==> config.mk <==
export PLATFORM = sky130hd
export DESIGN_NAME = resource_instr_issuer
export DESIGN_NICKNAME = d
export VERILOG_FILES = /design/src/rtl/resource_instr_issuer.sv
export SDC_FILE = /design/constraint.sdc
export NUM_CORES = 1
export LEC_CHECK = 0
export CORE_MARGIN = 2
export CORE_UTILIZATION = 40
export CTS_CLUSTER_DIAMETER = 80
export DETAILED_ROUTE_END_ITERATION = 8
export PLACE_DENSITY = 0.61
export SLEW_MARGIN = 20
export SYNTH_ARGS = -nofsm -noshare
export SYNTH_HDL_FRONTEND = slang
export SYNTH_SLANG_ARGS = --single-unit
==> constraint.sdc <==
create_clock -name clk -period 5.1 [get_ports clk]
set_clock_uncertainty 0.2 [all_clocks]
set_input_delay 1.02 -clock clk [delete_from_list [all_inputs] [get_ports clk]]
set_output_delay 1.02 -clock clk [all_outputs]
set_load 0.02 [all_outputs]
==> src/rtl/resource_instr_issuer.sv <==
// ---------------------------------------------------------------------------
// resource_instr_issuer
//
// Purpose:
//    Buffers instruction words and activate requests from the sequencer in a
//    small FIFO and replays them, strictly in order, onto the resource-side
//    instruction interface. Instructions become one-cycle instr_en pulses with
//    the payload on instr. Activates become one-cycle activate pulses. Each
//    activate is followed by ACT_GAP quiet cycles so the resources can latch
//    their configuration before the next instruction arrives.
//
// Ports:
//    clk        in   clock
//    rst_n      in   asynchronous active-low reset
//    in_valid   in   sequencer presents an entry
//    in_ready   out  issuer accepts the entry this cycle (FIFO not full)
//    in_is_act  in   1 = activate request, 0 = instruction
//    in_instr   in   instruction payload (ignored for activates)
//    hold       in   freezes issuing while buffering continues
//    instr_en   out  one-cycle strobe qualifying instr
//    instr      out  instruction word, zero whenever instr_en is low
//    activate   out  one-cycle activate strobe
//    count      out  current FIFO occupancy
//    idle       out  FIFO empty, FSM idle and no strobe asserted
// ---------------------------------------------------------------------------
module resource_instr_issuer #(
   parameter int RESOURCE_INSTR_WIDTH = 27,
   parameter int FIFO_DEPTH           = 4,
   parameter int ACT_GAP              = 2
) (
   input  logic                              clk,
   input  logic                              rst_n,
   input  logic                              in_valid,
   output logic                              in_ready,
   input  logic                              in_is_act,
   input  logic [RESOURCE_INSTR_WIDTH-1:0]   in_instr,
   input  logic                              hold,
   output logic                              instr_en,
   output logic [RESOURCE_INSTR_WIDTH-1:0]   instr,
   output logic                              activate,
   output logic [$clog2(FIFO_DEPTH+1)-1:0]   count,
   output logic                              idle
);

   localparam int CW = $clog2(FIFO_DEPTH + 1);
   localparam int PW = $clog2(FIFO_DEPTH);
   localparam int GW = (ACT_GAP > 0) ? $clog2(ACT_GAP + 1) : 1;
   localparam int EW = RESOURCE_INSTR_WIDTH + 1;

   typedef enum logic [1:0] {
      ST_IDLE,
      ST_ISSUE,
      ST_GAP
   } state_t;

   state_t                          r_state;
   state_t                          w_stateNext;
   logic [EW-1:0]                   r_mem [FIFO_DEPTH];
   logic [PW-1:0]                   r_wrPtr;
   logic [PW-1:0]                   r_rdPtr;
   logic [CW-1:0]                   r_count;
   logic [GW-1:0]                   r_gapCnt;
   logic [GW-1:0]                   w_gapCntNext;
   logic                            r_instrEn;
   logic                            r_activate;
   logic [RESOURCE_INSTR_WIDTH-1:0] r_instr;
   logic                            w_push;
   logic                            w_pop;
   logic [EW-1:0]                   w_head;
   logic                            w_headIsAct;

   // Ready depends on occupancy alone, so a full FIFO refuses a push even
   // when a pop happens on the same edge.
   assign in_ready    = (r_count < CW'(FIFO_DEPTH));
   assign w_push      = in_valid && in_ready;
   assign w_head      = r_mem[r_rdPtr];
   assign w_headIsAct = w_head[EW-1];

   assign instr_en = r_instrEn;
   assign instr    = r_instr;
   assign activate = r_activate;
   assign count    = r_count;
   assign idle     = (r_count == '0) && (r_state == ST_IDLE) && !r_instrEn && !r_activate;

   // Storage array carries no reset: stale entries are never read because
   // the pointers and occupancy are cleared.
   always_ff @(posedge clk) begin
      if (w_push) begin
         r_mem[r_wrPtr] <= {in_is_act, in_instr};
      end
   end

   // Pointers wrap naturally since the depth is a power of two; occupancy
   // moves by +1, -1 or 0 depending on which of push/pop happen together.
   always_ff @(posedge clk or negedge rst_n) begin
      if (!rst_n) begin
         r_wrPtr <= '0;
         r_rdPtr <= '0;
         r_count <= '0;
      end else begin
         if (w_push) begin
            r_wrPtr <= r_wrPtr + PW'(1);
         end
         if (w_pop) begin
            r_rdPtr <= r_rdPtr + PW'(1);
         end
         case ({w_push, w_pop})
            2'b10:   r_count <= r_count + CW'(1);
            2'b01:   r_count <= r_count - CW'(1);
            default: r_count <= r_count;
         endcase
      end
   end

   // Next-state and pop decision. IDLE and ISSUE share the same pop rule so
   // back-to-back instructions stream one per cycle. An activate enters GAP
   // loaded with ACT_GAP; GAP returns to IDLE on the edge where the counter
   // runs out, which yields exactly ACT_GAP silent cycles after the pulse.
   always_comb begin
      w_stateNext  = r_state;
      w_gapCntNext = r_gapCnt;
      w_pop        = 1'b0;
      case (r_state)
         ST_IDLE, ST_ISSUE: begin
            if ((r_count != '0) && !hold) begin
               w_pop       = 1'b1;
               w_stateNext = ST_ISSUE;
               if (w_headIsAct && (ACT_GAP != 0)) begin
                  w_stateNext  = ST_GAP;
                  w_gapCntNext = GW'(ACT_GAP);
               end
            end else begin
               w_stateNext = ST_IDLE;
            end
         end
         ST_GAP: begin
            w_gapCntNext = r_gapCnt - GW'(1);
            if (r_gapCnt <= GW'(1)) begin
               w_stateNext = ST_IDLE;
            end
         end
         default: begin
            w_stateNext = ST_IDLE;
         end
      endcase
   end

   // State register plus the registered strobes. The strobes are recomputed
   // from the pop every edge, so each lasts exactly one cycle and the two
   // can never be high together.
   always_ff @(posedge clk or negedge rst_n) begin
      if (!rst_n) begin
         r_state    <= ST_IDLE;
         r_gapCnt   <= '0;
         r_instrEn  <= 1'b0;
         r_activate <= 1'b0;
         r_instr    <= '0;
      end else begin
         r_state    <= w_stateNext;
         r_gapCnt   <= w_gapCntNext;
         r_instrEn  <= w_pop && !w_headIsAct;
         r_activate <= w_pop && w_headIsAct;
         r_instr    <= (w_pop && !w_headIsAct) ? w_head[RESOURCE_INSTR_WIDTH-1:0] : '0;
      end
   end

endmodule

==> flow_summary.yaml <==
cells_and_area:
  final_area_um2: 7000
  diodes: 0
  final_nets: 381
  fill_cells: 1112
  drive_gt1_share_pct: 22.3
  areaGrowthSynthToFinish_pct: 25.6
sta:
  min_period_ns: 3.24
  finalSetupViolCount: 0
  hold_viol: 0
  worst_pin_slew_ns: 0.933
  rsz0062_at_grt: "false"
  setup-tns-final_ns: 0
  drv_slew: 0
  fmax_mhz: 309
  finalCritPeriodShare_pct: 63.5
  max_slew_margin_pct: 37.8
logic_synthesis:
  synthTopCellsByCount: "edfxtp_1, dfrtp_1, mux4_2, nor2b_1, inv_1"
  ys_async_sr_fraction_pct: 26.3
  synthCells: 266
  synth_most_common_cell: "edfxtp_1"
  ys_seq_area_share_pct: 78.3
  yosys.area.top_type: "edfxtp_1"
  synthFlopType: "edfxtp_1"
  ys_ff_latch: 152
  synth-edff-count: 112
  synthTopCellsByArea: "edfxtp_1, dfrtp_1, mux4_2"
  syn_nets: 305
  yosysTopAreaCellShare_pct: 60.3
  netlist_area_um2: 5570
  synth_warnings: 0
  syn_avg_cell_area_um2: 21.0
  synth_cell_type_count: 27
place:
  place_area_um2: 6410
  dp_hpwl_mm: 5.35
  port_buffers: 65
  place.gp.congestion: 0.702
power:
  irDropWorstVdd_mv: 0.256
  powerDensity_nw_per_um2: 560
  p_leak_nw: 2.50
global_routing:
  grt_use_met1_pct: 17.7
  gr-total-overflow: 0
  busiest_layer: "met2"
  grt_max_degree: 41
  gr-usage-all-layers_pct: 13.6
  grt_pass1_vias: 2753
  grt_pass1_wl_mm: 14.6
  antenna_found_initial: 0
  use_met3_pct: 3.70
  use_met2_pct: 21.4
routing:
  drtPass1Iterations: 4
  routed_wl_mm: 9.28
  viasPerCell: 4.80
  antenna_left: 0
  drcViolationCount: 0
  vias: 2566
  wire_per_inst_um: 17.3
  drt_iter0_markers: 197
clock_network:
  ctsResizeCount: 0
  clock-sinks: 152
  clk_latency_ns: 0.42
  htree_levels: 4
  cts_tree: "yes"
  clkSlewWorstSetupHoldPaths_ns: 0.06
  cts_buffer_depth: 2
  postCtsSetupRepairBufs: 0
  numCtsBuffers: 17
  cts-root-buf: "clkbuf_16"
  holdBufCountCts: 0
worst_setup_path:
  crit_fanout: 5
  required_ns: 3.88
  cpMaxStageDelayCell: "clkdlybuf4s50_1"
  cp.arrival_ns: 2.02
  worstSetupEndpointType: "output pin"
  r2r_cells: 5
  start_kind: "register"
  r2r_start: "r_rdPtr[0]"
  startpoint: "r_state[1]"
  path_cells: "or4_1, nor2_1, clkdlybuf4s50_1"
  slowest_delay_ns: 0.60
  worst-setup-path-type: "register to output pin"
hold_path:
  whs_path_depth: 1
  hold_class: "register to register"
  hold_start: "count[0]"
die:
  core_region_area_um2: 13700
  ioPinCount: 66
  die_area_um2: 14900
  chipHeight_um: 122
  chipWidth_um: 122
  start_util_pct: 40.6
  row_count: 43
flow_run:
  maxCapViolations: 0
outcome:
  status: "finished clean"
final timing paths:
kind / slack (ns) / endpoint
setup reg to reg: 2.52 / instr[1]
setup / recovery: 1.86 / idle
max in group asynchronous: 3.51 / r_rdPtr[0]
hold reg to reg: 0.36 / count[0]
hold / removal: 0.36 / count[0]
min in group asynchronous: 0.55 / count[1]
critical path: cells and delay by family, from the launching register on:
| family | cells | cell delay (ns) |
|---|---|---|
| and+or+nand+nor | 2 | 0.59 |
| DFF | 1 | 0.41 |
| buffers and inverters | 1 | 0.60 |
per-stage QoR:
stage	util, %	setup WS [ns]	power, mW	hold WS (ns)	cells
global placement	46.7	1.86	2.73	0.323	503
finish	51.0	1.86	3.92	0.357	535
global route	51.0	1.75	4.11	0.380	535
detailed placement	46.7	1.80	2.75	0.353	503
floorplan	-	2.42	2.38	0.302	266
CTS	51.0	1.82	3.98	0.363	535
cell type report:
| type | instances | area [um^2] | area share [%] |
|---|---|---|---|
| Clock inverter | 13 | 134 | 1.91 |
| Timing Repair Buffer | 67 | 661 | 9.44 |
| Sequential cell | 152 | 4370 | 62.4 |
| Tap cell | 180 | 225 | 3.22 |
| Clock buffer | 19 | 454 | 6.49 |
| Multi-Input combinational cell | 93 | 1120 | 16.0 |
| Inverter | 11 | 41.3 | 0.590 |
cells in the final DEF (no fill, tap or decap), types with 2 or more instances in the layout:
cell             instances
clkbuf_16               18
or4_1                    2
clkinvlp_4               3
nor2_1                   4
buf_4                    2
nor2b_2                 10
nand3_1                  2
dfrtp_1                 38
inv_6                    6
nor3_1                   2
ha_1                     6
nand2_1                  2
edfxtp_1               112
o21ai_0                  2
clkdlybuf4s50_1         64
mux4_2                  28
and2_2                   4
nor2b_1                 18
xnor2_1                  4
dfrtp_2                  2
inv_1                   11
xor2_1                   2
clkinv_4                 2
metal layers:
layer	vias to the layer above	share of wire, %
met5	-	0
met4	0	1.4
met3	10	4.0
met2	64	49
met1	1329	45
li1	1163	-
flip-flops by register name, summed over array words and instances, names as in the netlist:
register,cells
r_state,2
instr,27
activate,1
r_wrPtr,2
r_gapCnt,2
r_rdPtr,2
instr_en,1
count,3
r_mem,112
report_power, final:
part           leakage (nW)  internal (mW)  switching, mW
logic                 0.679          0.520          0.482
registers              1.54           1.57          0.122
clock network         0.279          0.714          0.508
total                  2.50           2.81           1.11
cell families (layout without fill, tap and decap cells):
| kind of cell | count (synthesis) | after routing | share of synthesized area, % |
|---|---|---|---|
| DFF | 152 | 152 | 78.3 |
| and+or+nand+nor | 47 | 47 | 5.41 |
| muxes | 29 | 29 | 11.5 |
| buffers and inverters | 21 | 110 | 1.73 |
| adders and majority gates | 7 | 7 | 1.71 |
| xor gates and xnor gates | 6 | 6 | 0.943 |
| AOI/OAI and AO/OA | 4 | 4 | 0.427 |
Power figures use the tool's default switching activity.
